<file path="src/rtl/slug_pkg.sv">
// slug_pkg: definitions shared by the slug CPU microcode sequencer.
//   state_e        sequencer states (HALT, FETCH, EXEC)
//   *_BIT          bit positions inside the 24-bit control word
//   *_WORD_DEF     idle/fetch control words and the stall hold mask
package slug_pkg;

    typedef enum logic [1:0] {
        ST_HALT  = 2'd0,
        ST_FETCH = 2'd1,
        ST_EXEC  = 2'd2
    } state_e;

    // Control word bit positions (control2 = [23:16], control1 = [15:8], control0 = [7:0])
    localparam int END_BIT   = 15;  // former unused control1[7], active-high
    localparam int RERAM_BIT = 14;  // active-low RAM read
    localparam int WERAM_BIT = 13;  // active-low RAM write
    localparam int LDBC_BIT  = 21;
    localparam int LDOUT_BIT = 19;
    localparam int LDALU_BIT = 12;
    localparam int LDFL_BIT  = 10;
    localparam int LDA_BIT   = 9;
    localparam int LDPC_BIT  = 1;
    localparam int INCPC_BIT = 0;

    localparam logic [23:0] NOP_WORD_DEF   = 24'hFFFFFE;
    localparam logic [23:0] FETCH_WORD_DEF = 24'hFFFFFF;
    localparam logic [23:0] HOLD_MASK_DEF  = 24'h281603;

endpackage

</file>
<file path="src/rtl/useq.sv">
// useq: microcode sequencer for the slug 4-bit CPU.
// Runs fetch/execute: FETCH latches the program byte into ir, EXEC walks
// microinstructions at ROM address {ir, step} until the end bit or the last
// step, stalling on RAM microsteps while mem_rdy is low.
//
// Ports:
//   clk        in   system clock, posedge
//   rst        in   synchronous active-high reset
//   run        in   run enable, sampled at instruction boundaries
//   prog       in   program byte at the current PC
//   ucode      in   microcode ROM data for address ua
//   mem_rdy    in   RAM ready; low extends a RAM microstep
//   ua         out  microcode address {ir, step}
//   ctl        out  control word to the datapath
//   ir         out  instruction register
//   step       out  current micro-step
//   fetch      out  high in FETCH
//   busy       out  high when not in HALT
//   ucode_err  out  sticky step-budget overrun flag
//
// state    | meaning
// ST_HALT  | idle, ctl = NOP_WORD, waits for run
// ST_FETCH | one cycle, ctl = FETCH_WORD, ir <= prog
// ST_EXEC  | microinstructions from ucode, stalls on RAM steps
module useq
    import slug_pkg::*;
#(
    parameter int                STEP_W     = 3,
    parameter int                CTL_W      = 24,
    parameter logic [CTL_W-1:0]  NOP_WORD   = NOP_WORD_DEF,
    parameter logic [CTL_W-1:0]  FETCH_WORD = FETCH_WORD_DEF,
    parameter logic [CTL_W-1:0]  HOLD_MASK  = HOLD_MASK_DEF
) (
    input  logic                  clk,
    input  logic                  rst,
    input  logic                  run,
    input  logic [7:0]            prog,
    input  logic [CTL_W-1:0]      ucode,
    input  logic                  mem_rdy,
    output logic [8+STEP_W-1:0]   ua,
    output logic [CTL_W-1:0]      ctl,
    output logic [7:0]            ir,
    output logic [STEP_W-1:0]     step,
    output logic                  fetch,
    output logic                  busy,
    output logic                  ucode_err
);

    localparam logic [STEP_W-1:0] STEP_MAX = {STEP_W{1'b1}};

    state_e            state_q, state_d;
    logic [7:0]        ir_q, ir_d;
    logic [STEP_W-1:0] step_q, step_d;
    logic              err_q, err_d;

    logic end_bit, mem_op, stall, last_step;

    always_ff @(posedge clk) begin
        if (rst) begin
            state_q <= ST_HALT;
            ir_q    <= 8'h00;
            step_q  <= '0;
            err_q   <= 1'b0;
        end else begin
            state_q <= state_d;
            ir_q    <= ir_d;
            step_q  <= step_d;
            err_q   <= err_d;
        end
    end

    always_comb begin
        state_d   = state_q;
        ir_d      = ir_q;
        step_d    = step_q;
        err_d     = err_q;
        ctl       = NOP_WORD;
        end_bit   = ucode[END_BIT];
        mem_op    = ~ucode[RERAM_BIT] | ~ucode[WERAM_BIT];
        stall     = 1'b0;
        last_step = 1'b0;

        unique case (state_q)
            ST_HALT: begin
                step_d = '0;
                if (run) state_d = ST_FETCH;
            end
            ST_FETCH: begin
                ctl     = FETCH_WORD;
                ir_d    = prog;
                step_d  = '0;
                state_d = ST_EXEC;
            end
            ST_EXEC: begin
                stall = mem_op & ~mem_rdy;
                if (stall) begin
                    // RAM strobes stay asserted; only the register loads and
                    // PC updates are suppressed so the step can repeat cleanly.
                    ctl = (ucode & ~HOLD_MASK) | (NOP_WORD & HOLD_MASK);
                end else begin
                    ctl       = ucode;
                    last_step = end_bit | (step_q == STEP_MAX);
                    if (last_step) begin
                        step_d  = '0;
                        state_d = run ? ST_FETCH : ST_HALT;
                        if (!end_bit) err_d = 1'b1;
                    end else begin
                        step_d = step_q + STEP_W'(1);
                    end
                end
            end
            default: begin
                state_d = ST_HALT;
                step_d  = '0;
            end
        endcase
    end

    assign ua        = {ir_q, step_q};
    assign ir        = ir_q;
    assign step      = step_q;
    assign fetch     = (state_q == ST_FETCH);
    assign busy      = (state_q != ST_HALT);
    assign ucode_err = err_q;

endmodule

</file>
<file path="config.mk">
export PLATFORM = sky130hd
export DESIGN_NAME = useq
export DESIGN_NICKNAME = d
export VERILOG_FILES = /design/src/rtl/slug_pkg.sv /design/src/rtl/useq.sv
export SDC_FILE = /design/constraint.sdc
export NUM_CORES = 1
export LEC_CHECK = 0
export ABC_CLOCK_PERIOD_IN_PS = 2800
export CORE_MARGIN = 3
export CORE_UTILIZATION = 33
export DETAILED_ROUTE_END_ITERATION = 8
export GPL_ROUTABILITY_DRIVEN = 0
export GPL_TIMING_DRIVEN = 0
export PLACE_DENSITY = 0.88
export SLEW_MARGIN = 40
export SYNTH_ARGS = -nofsm -noshare
export SYNTH_HDL_FRONTEND = slang
export SYNTH_SLANG_ARGS = --single-unit
</file>
<file path="constraint.sdc">
create_clock -name clk -period 2.8 [get_ports clk]
set_clock_uncertainty 0.15 [all_clocks]
set_input_delay 0.7 -clock clk [delete_from_list [all_inputs] [get_ports clk]]
set_output_delay 0.7 -clock clk [all_outputs]
set_load 0.03 [all_outputs]
</file>
; ---- After elaboration in Yosys (flattened, before gate mapping)
; Cells that the tools add are included.
[op_classes]
addsub = 1
eq_ne = 6
n_mux = 8
bitwise = 9
reduce_logical = 5
[op_table]
columns = op, n
row1 = 24-bit one-hot mux with 2 select lines, 1
row2 = 22-bit two-way mux, 1
row3 = 2-bit two-way mux, 3
row4 = "2-bit inequality test, second input constant", 3
row5 = 1-bit inverter, 6
row6 = 2-bit one-hot mux with 3 select lines, 1
row7 = 4-bit AND reduction, 1
row8 = "3-bit by 1-bit adder with 3-bit output, second input constant", 1
row9 = "3-bit == test, second input constant", 1
row10 = 3-bit two-way mux, 1
row11 = 3-bit AND reduction, 1
row12 = "2-bit by 1-bit == test with 1-bit output, second input constant", 1
row13 = "2-bit == test, second input constant", 1
row14 = 2-bit logical NOT, 1
row15 = 1-bit bitwise OR, 2
row16 = 2-bit nonzero test, 1
row17 = 2-bit OR reduction, 1
row18 = 1-bit bitwise AND, 1
row19 = 1-bit two-way mux, 1
[totals]
register_bits = 14
in_bits = 36
out_inout_bits = 49
wordCells = 33

; ---- Logic depth before layout (Yosys ltp)
[depth]
depth_word = 5
mapped_depth = 6
depth_no_buf = 5

; ---- Worst setup path after synthesis
; Ideal clock, no wire load.
[synth_timing]
path_type = reg2out
from = register state_q[1]
to = output port ctl[0]
arrival_time_ns = 1.551
required_time_ns = 1.950
slack_ns = 0.399
path_stages_with_launch = 6
path_buffers = 1
path_cell_list = dfxtp_1 -> inv_1 -> ha_1 -> buf_2 -> a31oi_1 -> nor2b_1
[synth_via]
elab_chain_len = 2
word_cells_on_any_way = 3
classes_between = 2 x eq/ne / 1 x mux
[synth_rtl]
columns = item, line_no
row1 = from (decl), useq.sv:51  ; state_e state_q, state_d;
row2 = from (signal assigned), useq.sv:65  ; state_q <= state_d;
row3 = 2-bit by 1-bit == test with 1-bit output, --
row4 = net fetch, useq.sv:44  ; output logic fetch,
row5 = 24-bit one-hot mux with 2 select lines, useq.sv:83  ; unique case (state_q)
row6 = to (decl), useq.sv:41  ; output logic [CTL_W-1:0] ctl,
; The timed path passes the listed nets, and every way through them passes these cells.

; ---- Final worst setup path
[layout_timing]
from = input port ucode[15]
to = output port ctl[15]
[layout_via]
elab_chain_len = 2
[layout_rtl]
columns = item, line_no
row1 = from (decl), useq.sv:38  ; input logic [CTL_W-1:0] ucode,
row2 = 22-bit two-way mux, useq.sv:96  ; if (stall) begin
row3 = 24-bit one-hot mux with 2 select lines, useq.sv:83
; No other way between the ends.

==> flow_metrics.env <==
export IMPL_synth_compound_area_frac=0.103
export IMPL_cts_buffers=3
export IMPL_whs_ps=358
export IMPL_power_density_nw_per_um2=1080
export IMPL_max_vdd_ir_drop_mv=0.833
export IMPL_ys_seq_area_frac=0.296
export IMPL_root_buffer="clkbuf_4"
export IMPL_holdPathEnd="state_q[1]"
export IMPL_die_w_microns=59.6
export IMPL_r2r_cells=5
export IMPL_total_power_mw=1.99
export IMPL_ys_ff_latch=14
export IMPL_fin_nets=264
export IMPL_fillers=216
export IMPL_reg2reg_to="state_q[0]"
export IMPL_grt_pass1_vias=1227
export IMPL_die_h_microns=59.6
export IMPL_grt_pass1_wl_microns=5290
export IMPL_avgSynthCellArea_sq_um=7.24
export IMPL_ys_warnings_count=0
export IMPL_design_area_sq_um=1830
export IMPL_dp_cells=245
export IMPL_final_cell_mix="clkdlybuf4s50_1 (60), nand2_1 (41), buf_4 (16)"
export IMPL_syn_nets=173
export IMPL_antenna_found_initial=0
export IMPL_cts_buffer_depth=2
export IMPL_place_area_sq_um=1830
export IMPL_drcViolationCount=0
export IMPL_wl_per_cell_microns=14.0
export IMPL_wl_microns=3510
export IMPL_drive_gt1_frac=0.190
export IMPL_min_path_type="reg -> reg"
export IMPL_status="finished, final reports clean"
export IMPL_yosys_area_share_simple=0.272
export IMPL_power_share_switching=0.560
export IMPL_first_pass_iters=4
export IMPL_clk_latency_ps=280
export IMPL_die_area_sq_um=3550
export IMPL_netlist_instances=131
export IMPL_overflow=0
export IMPL_setup_worst_path_class="in -> out"
export IMPL_cts_tree="built"
export IMPL_power_share_combinational=0.791
export IMPL_std_cell_rows=18
export IMPL_power_internal_uw=875
export IMPL_first_iter_violations=57
export IMPL_grt_total_usage=0.196
export IMPL_synth_area_sq_um=948
export IMPL_initial_core_util=0.363
export IMPL_setup_slack_ps=51.7
export IMPL_hp_start="state_q[1]"
export IMPL_cts_num_sinks=14
export IMPL_worstSetupStartpointType="input pin"
export IMPL_n_antenna_cell=0
export IMPL_syn2layout_area_growth_pct=93.1
export IMPL_synth_top_family_by_area="simple AND/OR/NAND/NOR gates"
export IMPL_cp_arrival_ps=1900
export IMPL_final_max_slew_viol_count=0
export IMPL_final_common_cell="clkdlybuf4s50_1"
export IMPL_relSlewSlack=0.720
export IMPL_place_ws_ps=-698
export IMPL_synth_xor_area_frac=0
export IMPL_synth_async_sr_flop_share=0
export IMPL_synth_edf_count=0
export IMPL_critPathRequiredTime_ps=1950
export IMPL_finalSetupTns_ps=0
export IMPL_final_util=0.701
export IMPL_switching_power_mw=1.11
export IMPL_leakage_nw=0.769
export IMPL_rsz0062_at_grt="false"
export IMPL_htree_levels=1
export IMPL_maxCapViolCount=0
export IMPL_dp_hpwl_microns=2760
export IMPL_reg2reg_from="step[0]"
export IMPL_max_freq_ghz=0.364
export IMPL_synth_fa_ha_area_frac=0.0792
export IMPL_r2r_setup_slack_ps=990
export IMPL_ant_nets=0
export IMPL_viasPerCell=4.81
export IMPL_stdcell_count=251
export IMPL_yosysUniqueCellTypes=23
export IMPL_hold_path_cell_count=2
export IMPL_setup_viol=0
export IMPL_portBuffers=84
export IMPL_num_vias=1208
export IMPL_clk_pin_slew_worst_paths_ps=90
export IMPL_clockPowerShare=0.073
export IMPL_hold_viol=0
export IMPL_synth_ff_type="dfxtp_1"
export IMPL_min_period_over_period=0.982
export IMPL_grt_max_degree=11
export IMPL_critPathMaxFanout=3
export IMPL_period_minus_slack_ps=2750
export IMPL_cp_end_kind="output pin"
export IMPL_synthMuxAreaShare=0.111
export IMPL_worstMarginPinSlew_ps=420
export IMPL_io_pins=85
export IMPL_seqPwrFrac=0.135
export IMPL_coreArea_sq_um=2610
-- synthesized netlist by cell type, drive strengths merged (2+ instances only) --
| cell | number | share of area |
|---|---|---|
| nand2 | 41 | 0.16 |
| a21oi | 5 | 0.026 |
| buf | 14 | 0.10 |
| ha | 6 | 0.079 |
| nand3 | 2 | 0.011 |
| inv | 5 | 0.020 |
| dfxtp | 14 | 0.30 |
| mux2i | 9 | 0.095 |
| nor2 | 11 | 0.044 |
| o21ai | 7 | 0.037 |
| nor2b | 2 | 0.013 |
| clkbuf | 4 | 0.016 |
| nand2b | 3 | 0.020 |
-- critical path, stage by stage --
cell             delay [ps]
clkdlybuf4s50_1         500
inv_1                    60
o21ai_0                 200
dlygate4sd2_1           430
-- power groups by stage --
stage               sequential, mW  clock [mW]  combinational, mW
floorplan                    0.323           0              0.955
global placement             0.269           0               1.69
detailed placement           0.272           0               1.72
CTS                          0.268       0.150               1.62
global route                 0.276       0.158               1.66
finish                       0.269       0.146               1.57
-- cells by family after synthesis --
| family | after synthesis |
|---|---|
| AND/OR/NAND/NOR | 62 |
| buffers and inverters | 23 |
| AO/OA/AOI/OAI | 16 |
| flip-flops | 14 |
| multiplexers | 10 |
| adder cells (fa/ha/maj) | 6 |
-- sequential cells by signal, indices dropped and copies added (netlist names) --
| register | flops |
|---|---|
| ucode_err | 1 |
| state_q | 2 |
| ir | 8 |
| step | 3 |
-- routing by layer --
layer | vias to the layer above | wire length [microns] | track usage
met3 | 10 | 335 | 0.0588
met1 | 553 | 1180 | 0.196
met4 | 0 | 88 | 0.0696
li1 | 592 | - | -
met2 | 53 | 1910 | 0.376
met5 | - | 0 | 0
-- layout make-up --
type	instances	area [sq um]	share of cell area
multi-input combinational	94	554	0.303
clock buffer	4	36.3	0.0198
tap	30	37.5	0.0205
inverter	5	18.8	0.0102
timing repair buffer	86	779	0.426
buffer	18	124	0.0676
sequential	14	282	0.154
-- worst max-delay path by stage --
stage,cells past startpoint,slack [ps],to,from
final,4,50,ctl[15],ucode[15]
after CTS,5,-10,ctl[10],ucode[14]
after global routing,6,0.7,ctl[16],state_q[0]
after global placement,5,-610,ctl[1],ucode[14]
after floorplan,5,400,ctl[0],state_q[1]
after detailed placement,5,-700,ctl[10],ucode[14]
-- repair_timing --
item                       in CTS  in global routing
hold buffers                    0                  0
resized for setup              48                 38
setup endpoints to repair      24                 22
pin swaps                       1                  1
buffers inserted                2                  0
Note: power is estimated with default switching activity, not from simulation.
